## src/rtl/parity_rx_pkg.sv

```systemverilog
// rtl/parity_rx_pkg.sv - shared types and helpers for the parity serial receiver/transmitter pair
package parity_rx_pkg;

  typedef enum logic [2:0] {
    IDLE,
    START,
    DATA,
    PARITY,
    STOP,
    WAIT_HIGH
  } rx_state_e;

  localparam int DATA_BITS = 8;

  // Parity bit a sender must attach so the whole frame has the requested parity.
  function automatic logic expected_parity(input logic [DATA_BITS-1:0] data, input logic odd);
    return (^data) ^ odd;
  endfunction

endpackage

```

## src/rtl/parity_serial_receiver_bit_sync.sv

```systemverilog
// rtl/parity_serial_receiver_bit_sync.sv - two-flop synchroniser with configurable reset level
module bit_sync #(
  parameter logic RESET_VAL = 1'b1
) (
  input  logic clk,
  input  logic reset,
  input  logic d,
  output logic q
);

  logic s1_q, s1_d;
  logic s2_q, s2_d;

  always_comb begin
    s1_d = d;
    s2_d = s1_q;
  end

  always_ff @(posedge clk) begin
    if (reset) begin
      s1_q <= RESET_VAL;
      s2_q <= RESET_VAL;
    end else begin
      s1_q <= s1_d;
      s2_q <= s2_d;
    end
  end

  assign q = s2_q;

endmodule

```

## src/rtl/parity_serial_receiver.sv

```systemverilog
// rtl/parity_serial_receiver.sv - oversampling 8-bit serial receiver with parity and framing checks
module parity_serial_receiver
  import parity_rx_pkg::*;
#(
  parameter int CLKS_PER_BIT = 16,
  parameter bit PARITY_ODD   = 1'b0
) (
  input  logic       Clk,
  input  logic       Reset,
  input  logic       RxIn,
  output logic [7:0] Data,
  output logic       Valid,
  output logic       ParityErr,
  output logic       FrameErr,
  output logic       Busy
);

  localparam int CW = $clog2(CLKS_PER_BIT);
  localparam logic [CW-1:0] HALF_M1 = CW'(CLKS_PER_BIT / 2 - 1);
  localparam logic [CW-1:0] FULL_M1 = CW'(CLKS_PER_BIT - 1);
  localparam logic [2:0]    LAST_BIT = 3'(DATA_BITS - 1);

  rx_state_e            state_q, state_d;
  logic [CW-1:0]        cnt_q, cnt_d;
  logic [2:0]           bit_idx_q, bit_idx_d;
  logic [DATA_BITS-1:0] shift_q, shift_d;
  logic                 par_q, par_d;
  logic [DATA_BITS-1:0] data_q, data_d;
  logic                 valid_q, valid_d;
  logic                 perr_q, perr_d;
  logic                 ferr_q, ferr_d;
  logic                 rx_s;
  logic                 sample;

  bit_sync #(
    .RESET_VAL(1'b1)
  ) u_sync (
    .clk  (Clk),
    .reset(Reset),
    .d    (RxIn),
    .q    (rx_s)
  );

  assign sample = (cnt_q == '0);

  always_ff @(posedge Clk) begin
    if (Reset) begin
      state_q   <= IDLE;
      cnt_q     <= '0;
      bit_idx_q <= '0;
      shift_q   <= '0;
      par_q     <= 1'b0;
      data_q    <= '0;
      valid_q   <= 1'b0;
      perr_q    <= 1'b0;
      ferr_q    <= 1'b0;
    end else begin
      state_q   <= state_d;
      cnt_q     <= cnt_d;
      bit_idx_q <= bit_idx_d;
      shift_q   <= shift_d;
      par_q     <= par_d;
      data_q    <= data_d;
      valid_q   <= valid_d;
      perr_q    <= perr_d;
      ferr_q    <= ferr_d;
    end
  end

  always_comb begin
    state_d   = state_q;
    cnt_d     = cnt_q;
    bit_idx_d = bit_idx_q;
    shift_d   = shift_q;
    par_d     = par_q;
    data_d    = data_q;
    valid_d   = 1'b0;
    perr_d    = perr_q;
    ferr_d    = ferr_q;

    case (state_q)
      IDLE: begin
        cnt_d     = '0;
        bit_idx_d = '0;
        if (!rx_s) begin
          state_d = START;
          cnt_d   = HALF_M1;
        end
      end
      // Recheck at mid start bit so short glitches are dropped without output.
      START: begin
        if (sample) begin
          if (rx_s) begin
            state_d = IDLE;
          end else begin
            state_d   = DATA;
            cnt_d     = FULL_M1;
            bit_idx_d = '0;
          end
        end else begin
          cnt_d = cnt_q - 1'b1;
        end
      end
      DATA: begin
        if (sample) begin
          shift_d[bit_idx_q] = rx_s;
          cnt_d              = FULL_M1;
          if (bit_idx_q == LAST_BIT) begin
            state_d = PARITY;
          end else begin
            bit_idx_d = bit_idx_q + 1'b1;
          end
        end else begin
          cnt_d = cnt_q - 1'b1;
        end
      end
      PARITY: begin
        if (sample) begin
          par_d   = rx_s;
          cnt_d   = FULL_M1;
          state_d = STOP;
        end else begin
          cnt_d = cnt_q - 1'b1;
        end
      end
      STOP: begin
        if (sample) begin
          data_d  = shift_q;
          perr_d  = (par_q != expected_parity(shift_q, PARITY_ODD));
          ferr_d  = ~rx_s;
          valid_d = 1'b1;
          state_d = rx_s ? IDLE : WAIT_HIGH;
        end else begin
          cnt_d = cnt_q - 1'b1;
        end
      end
      // A low stop bit means break or stuck line; wait for idle before hunting again.
      WAIT_HIGH: begin
        if (rx_s) begin
          state_d = IDLE;
        end
      end
      default: begin
        state_d = IDLE;
      end
    endcase
  end

  always_comb begin
    Data      = data_q;
    Valid     = valid_q;
    ParityErr = perr_q;
    FrameErr  = ferr_q;
    Busy      = (state_q != IDLE);
  end

endmodule

```

## config.mk

```make
export PLATFORM = sky130hd
export DESIGN_NAME = parity_serial_receiver
export DESIGN_NICKNAME = d
export VERILOG_FILES = /design/src/rtl/parity_rx_pkg.sv /design/src/rtl/parity_serial_receiver_bit_sync.sv /design/src/rtl/parity_serial_receiver.sv
export SDC_FILE = /design/constraint.sdc
export NUM_CORES = 1
export LEC_CHECK = 0
export BUFFER_PORTS_ARGS = -buffer_cell sky130_fd_sc_hd__buf_4
export CORE_UTILIZATION = 30
export DETAILED_ROUTE_END_ITERATION = 12
export PLACE_DENSITY = 0.45
export SYNTH_ARGS = -nofsm -noshare
export SYNTH_HDL_FRONTEND = slang
export SYNTH_SLANG_ARGS = --single-unit
```

## constraint.sdc

```tcl
create_clock -name Clk -period 2.2 [get_ports Clk]
set_clock_uncertainty 0.05 [all_clocks]
set_input_delay 0.44 -clock Clk [delete_from_list [all_inputs] [get_ports Clk]]
set_output_delay 0.44 -clock Clk [all_outputs]
set_load 0.05 [all_outputs]
```

# Word level (Yosys, flattened, before mapping)
# Index checks and enable logic that the tools add are counted.
[word_totals]
ff_bits = 32
latchBits = 0
ram_bits = 0
rom_bits = 0
output_inout_bits = 12
elab_cells = 75
n_memories = 0
[classes]
n_addsub = 2
mul = 0
div = 0
order_cmp = 2
eq_ne = 18
shift = 0
muxes = 25
n_bitwise = 2
n_reduce_logical = 15
[op_table]
columns = ["cell", "n"]
rows = [
  ["$mux 3", 13],
  ["$ne 2x2->1 const B", 9],
  ["$pmux 3 s6", 1],
  ["$mux 4", 4],
  ["$pmux 4 s4", 1],
  ["$eq 3x3->1 const B", 3],
  ["$pmux 3 s3", 1],
  ["$bwmux 8", 1],
  ["$reduce_xor 8->1", 1],
  ["$reduce_and 7->1", 1],
  ["$eq 3x2->1 const B", 2],
  ["$reduce_and 2->1", 3],
  ["$reduce_bool 3->1", 2],
  ["$reduce_and 5->1", 1],
  ["$logic_not 4->1", 1],
  ["$lt 3x4->1 const B", 1],
  ["$reduce_bool 4->1", 1],
  ["$reduce_or 2->1", 2],
  ["$sub 4x1->4 const B", 1],
  ["$add 3x1->3 const B", 1],
  ["$demux 1 s3", 1],
  ["$eq 3x1->1 const B", 1],
  ["$ge 3x1->1 const B", 1],
  ["$logic_not 3->1", 1],
  ["other kinds (8)", 10],
]

# Logic depth before layout (Yosys ltp)
# Gate-level depths: netlist of the first run.
[depth]
ltp_word = 5
depth_mapped = 7
depth_no_buf = 6

# By module
# Synthesis of the first run repeated with hierarchy kept, for this count alone.
[hier_totals]
hier_cells = 193
hier_area_um2 = 1607.8
[modules_own_cells]
columns = ["module", "n_inst", "cells_each", "area_each_um2", "seq_area_each_um2"]
rows = [
  ["parity_serial_receiver", 1, 189, 1555.2, 600.6],
  ["bit_sync", 1, 4, 52.6, 40.0],
]

# Worst setup path before layout of the first run
# Ideal clock, no wire load.
[synth_timing]
kind = "reg-to-reg"
start = "register cnt_q[0]"
end = "register shift_q[3]"
arrival_ps = 1608
t_required_ps = 2022
slack_ps = 415
stages_incl_launch_ff = 7
synth_period_minus_slack_ps = 1785
cell_sequence = "dfxtp_1 -> inv_1 -> ha_1 -> or4b_4 -> nor4b_2 -> mux2i_1 -> nor2_1"
[synth_between]
elab_chain_len = 2
[synth_rtl]
columns = ["element", "line_no", "rtl"]
rows = [
  ["start: declaration", "parity_serial_receiver.sv:24", "logic [CW-1:0] cnt_q, cnt_d;"],
  ["start signal: assignment", "parity_serial_receiver.sv:59", "cnt_q <= cnt_d;"],
  ["$logic_not 4->1", "parity_serial_receiver.sv:44", "assign sample = (cnt_q == '0);"],
  ["$reduce_and 2->1 (no source line)", "-", ""],
  ["end signal: assignment", "parity_serial_receiver.sv:61", "shift_q <= shift_d;"],
  ["end: declaration", "parity_serial_receiver.sv:26", "logic [DATA_BITS-1:0] shift_q, shift_d;"],
]
# No other way between the ends.
# A chain may end at the register's enable or synchronous reset.

# Worst setup path in the final report of the first run
[layout_timing]
start = "register cnt_q[0]"
end = "register cnt_q[0]"
[layout_between]
elab_chain_len = 3
elab_cells_between_ends = 9
[layout_rtl]
columns = ["element", "line_no", "rtl"]
rows = [
  ["$sub 4x1->4 or $logic_not 4->1 (tied branches)", "-", ""],
  ["$mux 4, or another cell as far along", "parity_serial_receiver.sv:127", "if (sample) begin"],
  ["$pmux 4 s4 or $reduce_and 3->1 (tied branches)", "-", ""],
]
# Parallel ways exist; a longest one is shown, timed or not. The select of a mux whose other input is x is not followed.

==> results.toml, run 1 <==
[setup_path]
slowest_stage = "or3b_1"
cp-end-kind = "flop"
worst-r2r-setup-slack_ps = 180
slowest_delay_ps = 570
reg2reg_from = "cnt_q[0]"
crit_chain = "inv_1 -> ha_1 -> or3b_1 -> nand4_1 -> a21oi_1 -> nor4_1"
r2r-end = "cnt_q[0]"
path_max_fanout = 10
cp.arrival_ps = 2140
cp-start-kind = "flop"
crit_path_end = "cnt_q[0]"
cp.required_ps = 2320
worstSetupPathType = "reg2reg"
reg2regPathDepth = 6
crit_start = "cnt_q[0]"

[pwr]
ir_drop_mv = 0.3448
p_leak_nw = 0.7515
p_per_area_mw_per_mm2 = 629.2

[sta]
rsz0062_at_grt = "no"
final_max_slew_viol_count = 0
min_period_ps = 2021
setup_violations = 0
fin_tns_setup_ps = 0
period_share_pct = 91.88
fmax_mhz = 494.7
relSlewSlack_pct = 59.22
hold_viol = 0
whs_ps = 285.8
worst_pin_slew_ps = 610.9

[hold_path]
min_delay_path_depth = 2
min-delay-start = "RxIn"
min_path_type = "in2reg"

[job]
cap_viol_max_count = 0

[floorplan]
die_area_mm2 = 0.005737
die_x_um = 75.75
core_area_mm2 = 0.005172
io_pins = 15
row_count = 26
initial_core_util_pct = 31.54
die_h_um = 75.75

[logic_synthesis]
ys_seq_elements = 32
avgSynthCellArea_um2 = 8.324
yosys.cell_types.count = 39
netlist_area_mm2 = 0.001632
yosys_warnings = 0
ys_seq_area_share_pct = 39.26
synth_cells = 196
syn_nets = 202

[place]
io_buffers = 14
gp_congestion = 0.7672
dpl.hpwl_um = 2655
place_inst = 270

[finish]
layout.cells.non_filler = 278
fillers = 557
register_area_um2 = 640.6
num-nets-final = 213
multi_input_area_um2 = 928.4
antennaDiodeCount = 0
areaGrowthSynthToFinish_pct = 16.10
layout-drive-gt1-share_pct = 16.83

[cts]
cts_tree = "done"
post_cts_resized = 0
cts_buffers = 5
holdBufCountCts = 0
clk_path_buf_depth = 2
cts-root-buf = "clkbuf_8"
clk_latency_ps = 290
htreeDepth = 2
cts_sinks = 32
clk_pin_slew_ps = 70
post_cts_buffers = 0

[routing]
drc = 0
vias = 1415
routedWlPerCell_um = 14.17
ant_nets = 0
viasPerCell = 5.090
wl_um = 3938
drt_iter0_drc = 55
dr.pass1.iters = 4

[grt]
grtUsageTotal_pct = 14.69
grt_pass1_wl_um = 6120
gr-total-overflow = 0
antenna_found_initial = 0
grt_max_degree = 31
grt_pass1_vias = 1221

[status]
status = "finished, final reports clean"
logic make-up (layout without fill, tap and decap cells):
group                    after synthesis  after routing  synth area share, %
AO/OA/AOI/OAI                         31             31                10.74
XOR/XNOR                               5              5                4.371
adder cells (fa/ha/maj)                5              5                3.528
buffers and inverters                 19             31                4.524
flip-flops                            32             32                39.26
multiplexers                          13             13                7.975
AND/OR/NAND/NOR                       91             91                29.60
layout by cell type (no fill, tap or decap), drive strengths merged:
master and instances:
dfxtp 32, nand2 29, a21oi 20, nor2 20
buf 17, mux2i 13, nand3 8, inv 6
nor3 6, o21ai 6, clkbuf 5, nand4 4
nor4 4, or2 3, ha 3, nor4b 3
clkinv 3, nand3b 2, xnor2 2, xnor3 2
and3 2, nor2b 2, maj3 2, or3b 2
nor3b 2, or3 1, or4b 1, xor2 1
o211ai 1, a2111oi 1, nand2b 1, o211a 1
a221oi 1, o311a 1, nand4b 1
state kept, by name (all words and copies together), names as in the netlist:
register     flops
cnt_q            4
par_q            1
bit_idx_q        3
Data             8
ParityErr        1
state_q          3
shift_q          8
FrameErr         1
u_sync.s1_q      1
Valid            1
u_sync.q         1
per-layer routing:
layer / GRT usage [%] / routed length, um / up-vias
met5: 0 / 0 / -
met4: 5.967 / 68 / 0
met3: 4.630 / 151 / 9
met2: 21.44 / 1686 / 34
met1: 20.00 / 2031 / 665
li1: - / - / 707
metrics by stage:
stage | utilization (%) | instance area, um^2 | total power, mW | worst slack, ps
3_5_place_dp | 34.71 | 1795 | 0.7367 | 163.3
5_1_grt | 36.62 | 1894 | 1.244 | 64.04
2_1_floorplan | - | 1632 | 0.7048 | 414.9
4_1_cts | 36.41 | 1883 | 1.202 | 137.1
3_3_place_gp | 34.71 | 1795 | 0.7355 | 188.5
6_report | 36.62 | 1894 | 1.192 | 178.6
synth_stat cells (all sizes together):
library cell | n | area, um^2
a21oi | 20 | 100.1
a2111oi | 1 | 8.760
o311a | 1 | 10.01
maj3 | 2 | 20.02
nand4b | 1 | 8.760
nor2 | 20 | 77.58
nand2 | 29 | 108.9
dfxtp | 32 | 640.6
nand3 | 8 | 40.04
nor3b | 2 | 20.02
o211a | 1 | 10.01
nand3b | 2 | 15.01
and3 | 2 | 12.51
inv | 6 | 22.52
nand4 | 4 | 25.02
ha | 3 | 37.54
buf | 2 | 10.01
a221oi | 1 | 8.760
or3 | 1 | 6.260
nor3 | 6 | 30.03
or2 | 3 | 18.77
xor2 | 1 | 8.760
nor4 | 4 | 37.53
nor4b | 3 | 32.53
mux2i | 13 | 130.1
or4b | 1 | 13.76
xnor3 | 2 | 45.04
nand2b | 1 | 6.260
xnor2 | 2 | 17.52
o21ai | 6 | 30.03
nor2b | 2 | 12.51
or3b | 2 | 17.52
o211ai | 1 | 7.510
clkbuf | 11 | 41.29
cell type report:
type                            instances  share of cell area (%)
Inverter                                6                   1.189
Tap cell                               70                   4.624
Clock buffer                            5                   3.633
Multi-Input combinational cell        145                   49.01
Timing Repair Buffer                   17                   6.737
Clock inverter                          3                  0.9908
Sequential cell                        32                   33.82
power by group:
part           internal, mW  leakage (nW)  switching (mW)
sequential            0.587         0.259          0.0163
clock                 0.220        0.0479           0.242
combinational        0.0482         0.445          0.0786
worst max-delay path, delay by kind of cell (launching register included):
kind	cells	cell delay (ps)
buf+inv	1	100
compound gates	1	70
flops	1	340
simple gates	3	1090
fa+ha+maj	1	240
worst min path at each step:
| stage | end | slack, ps |
|---|---|---|
| floorplan | u_sync.q | 340 |
| global placement | u_sync.q | 340 |
| detailed placement | u_sync.q | 350 |
| CTS | u_sync.s1_q | 280 |
| global route | u_sync.s1_q | 280 |
| finish | u_sync.s1_q | 290 |
(Power assumes the default switching activity.)
==> inputs of run 2 (changes only) <==
--- a/config.mk
+++ b/config.mk
@@ -5,7 +5,8 @@
 export SDC_FILE = /design/constraint.sdc
 export NUM_CORES = 1
 export LEC_CHECK = 0
-export BUFFER_PORTS_ARGS = -buffer_cell sky130_fd_sc_hd__buf_4
+export BUFFER_PORTS_ARGS = -buffer_cell sky130_fd_sc_hd__buf_2
+export CAP_MARGIN = 20
 export CORE_UTILIZATION = 30
 export DETAILED_ROUTE_END_ITERATION = 12
 export PLACE_DENSITY = 0.45
==> run 2 against run 1 <==
Net effect:
- clock-buffer cell count unchanged
- flip-flop and latch count unchanged
- hold slack improved by 2.2 ps
- power decreased by 1.2%
- die area unchanged
- non-clock buffer count increased by 1
==> results.toml, run 2 (synthesized netlist as in run 1, its figures left out) <==
[status]
status = "finished, final reports clean"

[floorplan]
die_area_mm2 = 0.005737
die_x_um = 75.75
die_h_um = 75.75
initial_core_util_pct = 31.54
core_area_mm2 = 0.005172
row_count = 26
io_pins = 15

[sta]
relSlewSlack_pct = 59.22
whs_ps = 288.0
rsz0062_at_grt = "no"
final_max_slew_viol_count = 0
fmax_mhz = 493.8
hold_viol = 0
worst_slack_ps = 174.7
min_period_ps = 2025
fin_tns_setup_ps = 0
setup_violations = 0
period_share_pct = 92.06
worst_pin_slew_ps = 610.8

[cts]
cts-root-buf = "clkbuf_8"
clk_path_buf_depth = 2
htreeDepth = 2
cts_sinks = 32
cts_tree = "done"
clk_latency_ps = 280
cts_buffers = 5
clk_pin_slew_ps = 70

[grt]
grt_pass1_wl_um = 6513
grt_pass1_vias = 1291
gr-total-overflow = 0
antenna_found_initial = 0
grt_max_degree = 31
grtUsageTotal_pct = 15.34

[place]
dpl.hpwl_um = 2658
io_buffers = 14
place_worst_setup_slack_ps = 172.8
gp_congestion = 0.7405

[pwr]
p_leak_nw = 0.7548
p_per_area_mw_per_mm2 = 631.5
ir_drop_mv = 0.3725

[routing]
routedWlPerCell_um = 14.15
wl_um = 3949
drc = 0
vias = 1430
viasPerCell = 5.125
drt_iter0_drc = 62
dr.pass1.iters = 4
ant_nets = 0

[job]
cap_viol_max_count = 0

[setup_path]
cp-end-kind = "flop"
cp-start-kind = "flop"
path_max_fanout = 5
critPathTopFamily = "simple AND/OR/NAND/NOR gates"
slowest_stage = "or4b_4"
path_buf_inv = 1
crit_chain = "inv_1 -> ha_1 -> or4b_4 -> nor4b_2 -> mux2i_1 -> nor2_1"
cp.required_ps = 2300
cp.arrival_ps = 2130
slowest_delay_ps = 530
worstSetupPathType = "reg2reg"

[finish]
final_common_cell = "dfxtp_1"
num-nets-final = 214
areaGrowthSynthToFinish_pct = 14.26
final_cell_mix = "dfxtp_1 (32), nand2_1 (29), nor2_1 (19), a21oi_1 (19), buf_2 (14)"
layout-drive-gt1-share_pct = 17.70
antennaDiodeCount = 0
fillers = 550
finish.utilization_pct = 36.04

[hold_path]
min_path_type = "in2reg"
[run 2: what timing repair did]
action	4_1_cts	5_1_grt
hold buffers	0	0
endpoints found under the setup margin	0	4
gates resized for setup	0	2
setup buffers	0	0
[run 2: metrics by stage]
stage                     power [mW]  instances  area, um^2
final                          1.177        279        1864
after global routing           1.235        279        1864
after CTS                      1.190        279        1856
after detailed placement      0.7373        271        1768
after global placement        0.7356        271        1768
after floorplan               0.7048        196        1632
[run 2: area by class of cell]
type	instances	area (um^2)	area share (%)
clock buffer	5	68.82	3.691
sequential	32	640.6	34.36
clock inverter	3	18.77	1.007
multi-input combinational	145	925.9	49.66
timing repair buffer	18	100.1	5.369
tap	70	87.58	4.698
inverter	6	22.52	1.208
[run 2: report_power, final]
group / internal (mW) / switching, mW / total, mW
clock: 0.220 / 0.230 / 0.450
combinational: 0.0454 / 0.0825 / 0.128
sequential: 0.587 / 0.0131 / 0.600
[run 2: final timing paths]
path / start / endpoint / slack (ps) / depth (start not counted)
max: cnt_q[0] / shift_q[3] / 170 / 6
min reg2reg: u_sync.s1_q / u_sync.q / 360 / 1
max reg2reg: cnt_q[0] / shift_q[3] / 170 / 6
min: RxIn / u_sync.s1_q / 290 / 2
[run 2: metal layers]
layer  part of all wire [%]  track usage, %  vias up
li1                       -               -      706
met1                     51           21.23      689
met2                     45           23.11       31
met3                    3.2           3.968        4
met4                   0.89           5.144        0
met5                      0               0        -
[run 2: worst reg2reg max path: stages, from the launching register on]
cell     delay, ps
dfxtp_1        340
inv_1          100
ha_1           210
or4b_4         530
nor4b_2        350
mux2i_1        260
nor2_1          60
==> inputs of run 3 (changes only) <==
--- a/config.mk
+++ b/config.mk
@@ -7,6 +7,7 @@
 export LEC_CHECK = 0
 export BUFFER_PORTS_ARGS = -buffer_cell sky130_fd_sc_hd__buf_2
 export CAP_MARGIN = 20
+export CORE_ASPECT_RATIO = 0.7
 export CORE_UTILIZATION = 30
 export DETAILED_ROUTE_END_ITERATION = 12
 export PLACE_DENSITY = 0.45
==> run 3 against run 2 <==
Net effect:
- setup slack improved by 31 ps
- critical endpoint is now ParityErr
- hold slack got worse by 7.8 ps
- largest power group unchanged
- die area barely moved
- via count fell by 2.9%
- flip-flop and latch count did not move
- global-route usage fell by 0.24 points
- cell area rose by 1.1%
- power fell by 1.2%
- register-to-register slack improved by 30 ps
- critical path type unchanged
==> results.toml, run 3 (synthesized netlist as in run 1, its figures left out) <==
[cts]
clk_pin_slew_ps = 60
clk_latency_ps = 290
holdBufCountCts = 0
clk_path_buf_depth = 2
post_cts_resized = 0
cts_tree = "done"
post_cts_buffers = 0
cts-root-buf = "clkbuf_8"
htreeDepth = 2
cts_sinks = 32
cts_buffers = 5

[routing]
ant_nets = 0
routedWlPerCell_um = 13.96
drt_iter0_drc = 110
vias = 1389
wl_um = 3979
drc = 0
dr.pass1.iters = 4
viasPerCell = 4.874

[finish]
antennaDiodeCount = 0
areaGrowthSynthToFinish_pct = 15.57
final_cell_mix = "dfxtp_1 (32), nand2_1 (29), a21oi_1 (20)"
num-nets-final = 219
layout-drive-gt1-share_pct = 18.31
final_common_cell = "dfxtp_1"
layout.cells.non_filler = 285
design_area_mm2 = 0.001886
finish.utilization_pct = 36.05

[sta]
rsz0062_at_grt = "no"
setup_violations = 0
period_share_pct = 90.66
min_period_ps = 1994
fmax_mhz = 501.4
fin_tns_setup_ps = 0
relSlewSlack_pct = 61.19
worst_pin_slew_ps = 574.0
hold_viol = 0
final_max_slew_viol_count = 0

[place]
post_dp_cell_area_mm2 = 0.001808
io_buffers = 14
place_inst = 278
dpl.hpwl_um = 2752
gp_congestion = 0.7799

[floorplan]
io_pins = 15
die_x_um = 90.15
initial_core_util_pct = 31.20
die_h_um = 63.70
row_count = 22
core_area_mm2 = 0.005230
die_area_mm2 = 0.005742

[pwr]
p_per_area_mw_per_mm2 = 617.0
seqPwrFrac_pct = 51.5
ir_drop_mv = 0.2459
p_leak_nw = 0.7702
p_switching_mw = 0.3099
internal_power_mw = 0.8535
combPwrFrac_pct = 11.7
switching_share_pct = 26.64
power_frac_clock_pct = 36.9

[status]
status = "finished, final reports clean"

[setup_path]
worst-r2r-setup-slack_ps = 210
path_max_fanout = 10
worstSetupPathType = "reg2reg"
cp.arrival_ps = 2160
cp-end-kind = "flop"
cp.required_ps = 2370
cp-start-kind = "flop"

[grt]
grt_max_degree = 20
grt_pass1_vias = 1277
gr-total-overflow = 0
antenna_found_initial = 0
grtUsageTotal_pct = 15.10
grt_pass1_wl_um = 6589

[hold_path]
min_path_type = "in2reg"

[job]
cap_viol_max_count = 0
[run 3: cell types whose count changed in the layout (fill, tap and decap cells not counted), sizes merged]
cell | before | now
buf | 18 | 23
clkbuf | 5 | 6
clkinv | 3 | 1
[run 3: final timing paths]
check	end	cells past startpoint	startpoint
max	ParityErr	6	cnt_q[0]
min	u_sync.s1_q	2	RxIn
max reg2reg	ParityErr	6	cnt_q[0]
min reg2reg	u_sync.q	1	u_sync.s1_q
[run 3: power by group through the flow]
| stage | clock (mW) | combinational (mW) | sequential [mW] |
|---|---|---|---|
| after floorplan | 0 | 0.0980 | 0.607 |
| after global placement | 0 | 0.136 | 0.612 |
| after detailed placement | 0 | 0.133 | 0.611 |
| after CTS | 0.453 | 0.133 | 0.598 |
| after global routing | 0.471 | 0.149 | 0.599 |
| final | 0.429 | 0.136 | 0.599 |
[run 3: per-layer routing]
layer  vias to the layer above  global-route usage [%]  routed length [um]
met5                         -                       0                   0
met4                         0                   6.653                  72
met3                         8                   4.106                 237
met2                        38                   18.03                1385
met1                       628                   23.76                2284
li1                        715                       -                   -
[run 3: layout make-up]
class / count / area (um^2)
flip-flops and latches: 32 / 640.6
inverters: 6 / 22.52
fillers: 572 / 3344
clock buffers: 6 / 72.57
well taps: 72 / 90.09
multi-input cells: 145 / 917.1
repair buffers: 23 / 137.6
clock inverters: 1 / 5.005
[run 3: per-stage QoR]
stage / hold WS [ps] / power, mW / worst slack [ps]
3_3_place_gp: 348.5 / 0.7478 / 269.6
4_1_cts: 268.4 / 1.184 / 228.4
2_1_floorplan: 339.5 / 0.7048 / 414.9
5_1_grt: 277.2 / 1.219 / 49.91
6_report: 280.1 / 1.163 / 205.6
3_5_place_dp: 349.2 / 0.7442 / 244.1
[run 3: critical path: stages, from the launching register on]
cell      delay [ps]
dfxtp_1          340
inv_1            100
ha_1             230
or3b_1           530
nor2_2           390
nand3_1          120
o211ai_1         160
